**config.mk**
```make
export PLATFORM = sky130hd
export DESIGN_NAME = gray_counter_n_flat
export DESIGN_NICKNAME = d
export VERILOG_FILES = /design/src/rtl/gray_pkg.sv /design/src/rtl/gray_counter_n_if.sv /design/src/rtl/gray_to_bin.sv /design/src/rtl/gray_counter_n.sv /design/src/flat_wrapper.sv
export SDC_FILE = /design/constraint.sdc
export NUM_CORES = 1
export LEC_CHECK = 0
export CORE_AREA = 2 2 39 41
export CTS_BUF_LIST = sky130_fd_sc_hd__clkbuf_8 sky130_fd_sc_hd__clkbuf_16
export CTS_CLUSTER_DIAMETER = 100
export DETAILED_ROUTE_END_ITERATION = 12
export DIE_AREA = 0 0 41 43
export HOLD_SLACK_MARGIN = 0.06
export PLACE_DENSITY = 0.7
export SLEW_MARGIN = 10
export SYNTH_ARGS = -nofsm -noshare
export SYNTH_HDL_FRONTEND = slang
export SYNTH_HIERARCHICAL = 1
export SYNTH_SLANG_ARGS = --single-unit
```
**constraint.sdc**
```tcl
create_clock -name clk -period 2.5 [get_ports clk]
set_input_delay 0.5 -clock clk [delete_from_list [all_inputs] [get_ports clk]]
set_output_delay 0.5 -clock clk [all_outputs]
set_load 0.1 [all_outputs]
```
**src/rtl/gray_pkg.sv**
```systemverilog
// Purpose: shared Gray/binary conversion helpers and width limit for the Gray counter family.
// Latency: pure functions, no state.
// Backpressure: not applicable.
package gray_pkg;

  // Widest counter the helpers support; callers zero-extend narrower values.
  localparam int GRAY_MAX_W = 16;

  typedef logic [GRAY_MAX_W-1:0] gray_word_t;

  function automatic gray_word_t bin_to_gray(input gray_word_t b);
    return b ^ (b >> 1);
  endfunction

  // Prefix-XOR from the MSB down. Zero-extended upper bits leave the lower
  // bits unaffected, so callers may truncate the result to their own width.
  function automatic gray_word_t gray_to_bin(input gray_word_t g);
    gray_word_t b;
    b[GRAY_MAX_W-1] = g[GRAY_MAX_W-1];
    for (int i = GRAY_MAX_W - 2; i >= 0; i--) begin
      b[i] = b[i+1] ^ g[i];
    end
    return b;
  endfunction

endpackage

```
**src/rtl/gray_counter_n_if.sv**
```systemverilog
// Purpose: command/status bundle between a Gray counter and its user.
// Latency: wires only.
// Backpressure: none; the counter accepts a command every cycle.
// Ports (master side drives): en, up, load, load_gray; (slave side drives): gray, bin, tc.
interface gray_counter_n_if #(
  parameter int WIDTH = 3
);
  logic             en;
  logic             up;
  logic             load;
  logic [WIDTH-1:0] load_gray;
  logic [WIDTH-1:0] gray;
  logic [WIDTH-1:0] bin;
  logic             tc;

  modport master (
    output en, up, load, load_gray,
    input  gray, bin, tc
  );

  modport slave (
    input  en, up, load, load_gray,
    output gray, bin, tc
  );
endinterface

```
**src/rtl/gray_to_bin.sv**
```systemverilog
// Purpose: combinational Gray-to-binary converter for the load path.
// Latency: 0 cycles (combinational).
// Backpressure: none.
// Ports: gray_i (Gray-coded in), bin_o (binary out), both WIDTH bits.
module gray_to_bin #(
  parameter int WIDTH = 3
) (
  input  logic [WIDTH-1:0] gray_i,
  output logic [WIDTH-1:0] bin_o
);
  localparam int MW = gray_pkg::GRAY_MAX_W;

  assign bin_o = WIDTH'(gray_pkg::gray_to_bin(MW'(gray_i)));
endmodule

```
**src/rtl/gray_counter_n.sv**
```systemverilog
// Purpose: WIDTH-bit up/down Gray counter with load, wrap or saturate, registered terminal-count pulse.
// Latency: 1 cycle from load/en edge to gray/bin/tc; no combinational input-to-output path.
// Backpressure: none; a step is taken on every enabled cycle.
// Ports: clk, rst_n (async active-low); bus (slave): en, up, load, load_gray in; gray, bin, tc out.
module gray_counter_n #(
  parameter int WIDTH = 3,      // 2..16
  parameter bit WRAP  = 1'b1    // 1 = wrap at terminal, 0 = hold at terminal
) (
  input  logic             clk,
  input  logic             rst_n,
  gray_counter_n_if.slave  bus
);
  import gray_pkg::*;

  localparam logic [WIDTH-1:0] B_ZERO = '0;
  localparam logic [WIDTH-1:0] B_MAX  = '1;
  localparam logic [WIDTH-1:0] B_ONE  = WIDTH'(1);

  logic [WIDTH-1:0] load_bin;
  logic [WIDTH-1:0] b_d, b_q;
  logic [WIDTH-1:0] gray_d, gray_q;
  logic             tc_d, tc_q;
  logic             at_term;

  gray_to_bin #(.WIDTH(WIDTH)) u_gray_to_bin (
    .gray_i (bus.load_gray),
    .bin_o  (load_bin)
  );

  always_comb begin
    b_d     = b_q;
    tc_d    = 1'b0;
    // Terminal depends on the direction sampled this cycle.
    at_term = bus.up ? (b_q == B_MAX) : (b_q == B_ZERO);

    if (bus.load) begin
      b_d = load_bin;
    end else if (bus.en) begin
      if (at_term) begin
        // tc fires on the wrapping step, or on every enabled cycle while saturated.
        tc_d = 1'b1;
        if (WRAP) begin
          b_d = bus.up ? B_ZERO : B_MAX;
        end
      end else begin
        b_d = bus.up ? (b_q + B_ONE) : (b_q - B_ONE);
      end
    end

    // Gray is registered from the next binary value so both outputs change on the same edge.
    gray_d = WIDTH'(bin_to_gray(GRAY_MAX_W'(b_d)));
  end

  always_ff @(posedge clk or negedge rst_n) begin
    if (!rst_n) begin
      b_q    <= '0;
      gray_q <= '0;
      tc_q   <= 1'b0;
    end else begin
      b_q    <= b_d;
      gray_q <= gray_d;
      tc_q   <= tc_d;
    end
  end

  assign bus.gray = gray_q;
  assign bus.bin  = b_q;
  assign bus.tc   = tc_q;

endmodule
```
**src/flat_wrapper.sv**
```systemverilog
// flat-port wrapper written by rule: the top's interface ports become plain ports
module gray_counter_n_flat import gray_pkg::*;
#(
  parameter int WIDTH = 3,              
  parameter bit WRAP  = 1'b1                                                 
)
  (clk, rst_n, bus_en, bus_up, bus_load, bus_load_gray, bus_gray, bus_bin, bus_tc);
  gray_counter_n_if #(.WIDTH(WIDTH)) bus_i ();
  input  logic clk;
  input  logic rst_n;
  input wire logic [$bits(bus_i.en)-1:0] bus_en;
  input wire logic [$bits(bus_i.up)-1:0] bus_up;
  input wire logic [$bits(bus_i.load)-1:0] bus_load;
  input wire logic [$bits(bus_i.load_gray)-1:0] bus_load_gray;
  output wire logic [$bits(bus_i.gray)-1:0] bus_gray;
  output wire logic [$bits(bus_i.bin)-1:0] bus_bin;
  output wire logic [$bits(bus_i.tc)-1:0] bus_tc;
  assign bus_i.en = bus_en;
  assign bus_i.up = bus_up;
  assign bus_i.load = bus_load;
  assign bus_i.load_gray = bus_load_gray;
  assign bus_gray = bus_i.gray;
  assign bus_bin = bus_i.bin;
  assign bus_tc = bus_i.tc;
  gray_counter_n #(.WIDTH(WIDTH), .WRAP(WRAP)) u_core (.clk(clk), .rst_n(rst_n), .bus(bus_i));
endmodule
```
==> results.yml, run 1 <==
logic_synthesis:
  syn-num-nets: 47
  synth_cells: 38
  synth_seq_cells: 6
  synth-edff-count: 0
  synthFlopType: "dfrtp_1"
  netlist_area_sq_um: 407
  async_flop_share: 1.00
  synth.avg_cell_area_sq_um: 10.7
  seq_area_frac_synth: 0.369
  synth.distinct_cells: 24
  yosysWarnings: 6
grt:
  grt_pass1_vias: 351
  grt_overflow_total: 0
  track_usage: 0.128
  grt_max_degree: 11
  grt_pass1_wl_um: 1470
  antenna_found_initial: 0
clock_tree:
  clock-sinks: 6
  post-cts-setup-buffer-count: 0
  numCtsBuffers: 3
  cts_buffer_depth: 2
  clk_pin_slew_ns: 0.04
  cts_resized: 0
  insertion_delay_ns: 0.22
  htreeDepth: 1
  hold_buffers: 0
  cts_root_buf: "clkbuf_8"
  cts_tree: "built"
cells_and_area:
  final_common_cell: "buf_4"
  num-nets-final: 65
  diodes: 0
  layout_common_cells: "8 x buf_4, 7 x clkdlybuf4s50_1, 5 x dfrtp_1"
  area_growth_pct: 44.6
  final_cell_area_sq_um: 588
  drive_gt1_frac: 0.291
timing:
  setup_tns_ns: 0
  timing.final.crit_period_ns: 2.20
  fin_crit_sh: 0.879
  hold_violations: 0
  worst_pin_slew_ns: 0.299
  slew_headroom: 0.798
  max_freq_mhz: 455
  finalSetupViolCount: 0
  worst_slack_ns: 0.303
  rsz0062_at_grt: "false"
  clock_skew_ns: 0.00266
  drv_slew: 0
worst_setup_path:
  start_kind: "primary input"
  slowest_delay_ns: 0.51
  critPathRequiredTime_ns: 2.59
  worst_path_max_delay_cell: "or4b_1"
  cp_top_family: "simple AND/OR/NAND/NOR gates"
  worstSetupPathType: "primary input to flip-flop"
  end_kind: "flip-flop"
  crit_arrival_ns: 2.29
  path_cells: "clkdlybuf4s50_1, fa_1, or4b_1, o2111ai_2, o21ai_2, xor2_1"
  path_buf_inv: 1
  crit_fanout: 4
routing:
  ant_nets: 0
  routed_wl_um: 848
  drt_iter0_drc: 4
  via_per_inst: 4.89
  firstDrtPassIters: 2
  num_vias: 347
  avgRoutedWirePerCell_um: 11.9
  drcViolationCount: 0
die:
  dieHeight_um: 43
  fp.coreArea_sq_mm: 0.00138
  ios: 15
  dieArea_sq_mm: 0.00176
  start_util: 0.294
  rows: 14
  dieWidth_um: 41
place:
  place.gp.congestion: 0.755
  hpwl_um: 637
  pre_cts_ws_ns: 0.0783
  port_buffers: 14
  place_area_sq_um: 543
flow_run:
  cap_viol_max_count: 0
power:
  fin_total_pwr_mw: 0.610
  vdd_drop_max_mv: 0.324
  power_density_mw_per_mm2: 1040
  p_leak_nw: 0.273
min_path:
  min_path_type: "primary input to asynchronous set/reset pin"
status:
  outcome: "completed"
## registers in the layout (all words and copies together), names as in the netlist
name / flops
u_core/bus.gray: 2
u_core/bus.tc: 1
u_core/bus.bin: 3
## synth_stat cells, types with 2 or more instances
cell | instances | area (sq um)
dfrtp_1 | 6 | 150
inv_1 | 3 | 11.3
xor2_1 | 3 | 26.3
a21oi_1 | 2 | 10.0
buf_4 | 2 | 15.0
nand2_1 | 2 | 7.51
nor2_1 | 2 | 7.51
xnor2_1 | 2 | 17.5
## worst register-to-register path: cells and delay by family (launching register included)
family,cells,cell delay (ns)
AO/OA/AOI/OAI,2,0.20
AND/OR/NAND/NOR,1,0.51
XOR/XNOR,1,0.14
adder cells (fa/ha/maj),1,0.46
buffers and inverters,1,0.08
flip-flops,1,0.43
## logic make-up (layout without fill, tap and decap cells)
logic type / Yosys count / count (layout) / share of synthesized area
DFF: 6 / 6 / 0.369
adders and majority gates: 1 / 1 / 0.0492
xor gates and xnor gates: 6 / 6 / 0.166
and+or+nand+nor: 11 / 11 / 0.169
buffers and inverters: 5 / 22 / 0.0646
AOI/OAI and AO/OA: 9 / 9 / 0.182
## layout make-up
type | instances | area, sq um
Fill cell | 140 | 796
Multi-Input combinational cell | 27 | 230
Sequential cell | 6 | 151
Timing Repair Buffer | 15 | 130
Clock buffer | 3 | 41.3
Tap cell | 16 | 20.0
Inverter | 3 | 11.3
Clock inverter | 1 | 3.75
## metrics by stage
step / instances / utilization / hold WS, ns
final: 71 / 0.425 / 0.518
after global routing: 71 / 0.425 / 0.535
after CTS: 71 / 0.425 / 0.528
after detailed placement: 67 / 0.392 / 0.748
after global placement: 67 / 0.392 / 0.734
after floorplan: 38 / - / 0.204
## final timing paths
| path | slack (ns) | endpoint | cells after the start | startpoint |
|---|---|---|---|---|
| worst max-delay path | 0.30 | u_core/bus.gray[1] | 6 | bus_up |
| worst min-delay path | 0.52 | u_core/bus.tc | 1 | rst_n |
| worst max register to register | 0.56 | u_core/bus.gray[1] | 6 | u_core/bus.bin[0] |
| worst min register to register | 0.76 | u_core/bus.bin[0] | 2 | u_core/bus.bin[0] |
| max in group asynchronous | 1.76 | u_core/bus.bin[0] | 1 | rst_n |
| min in group clk | 0.76 | u_core/bus.bin[0] | 2 | u_core/bus.bin[0] |
## power breakdown
group	internal [mW]	switching (mW)	total (mW)
logic	0.0855	0.237	0.322
clock network	0.105	0.0399	0.145
registers	0.119	0.0233	0.143
total	0.310	0.300	0.610
## per-layer routing
metal / part of all wire / wire (um) / GRT usage
met1: 0.43 / 364 / 0.144
met2: 0.51 / 432 / 0.194
met3: 0.048 / 41 / 0.0314
met4: 0.011 / 9 / 0.100
met5: 0 / 0 / 0
Power figures use the tool's default switching activity.
==> run 2, diff against run 1 <==
GPL_ROUTABILITY_DRIVEN = 1   (was unset)
==> results of run 2 <==
The final DEF is identical to that of run 1; final timing and power are the same.
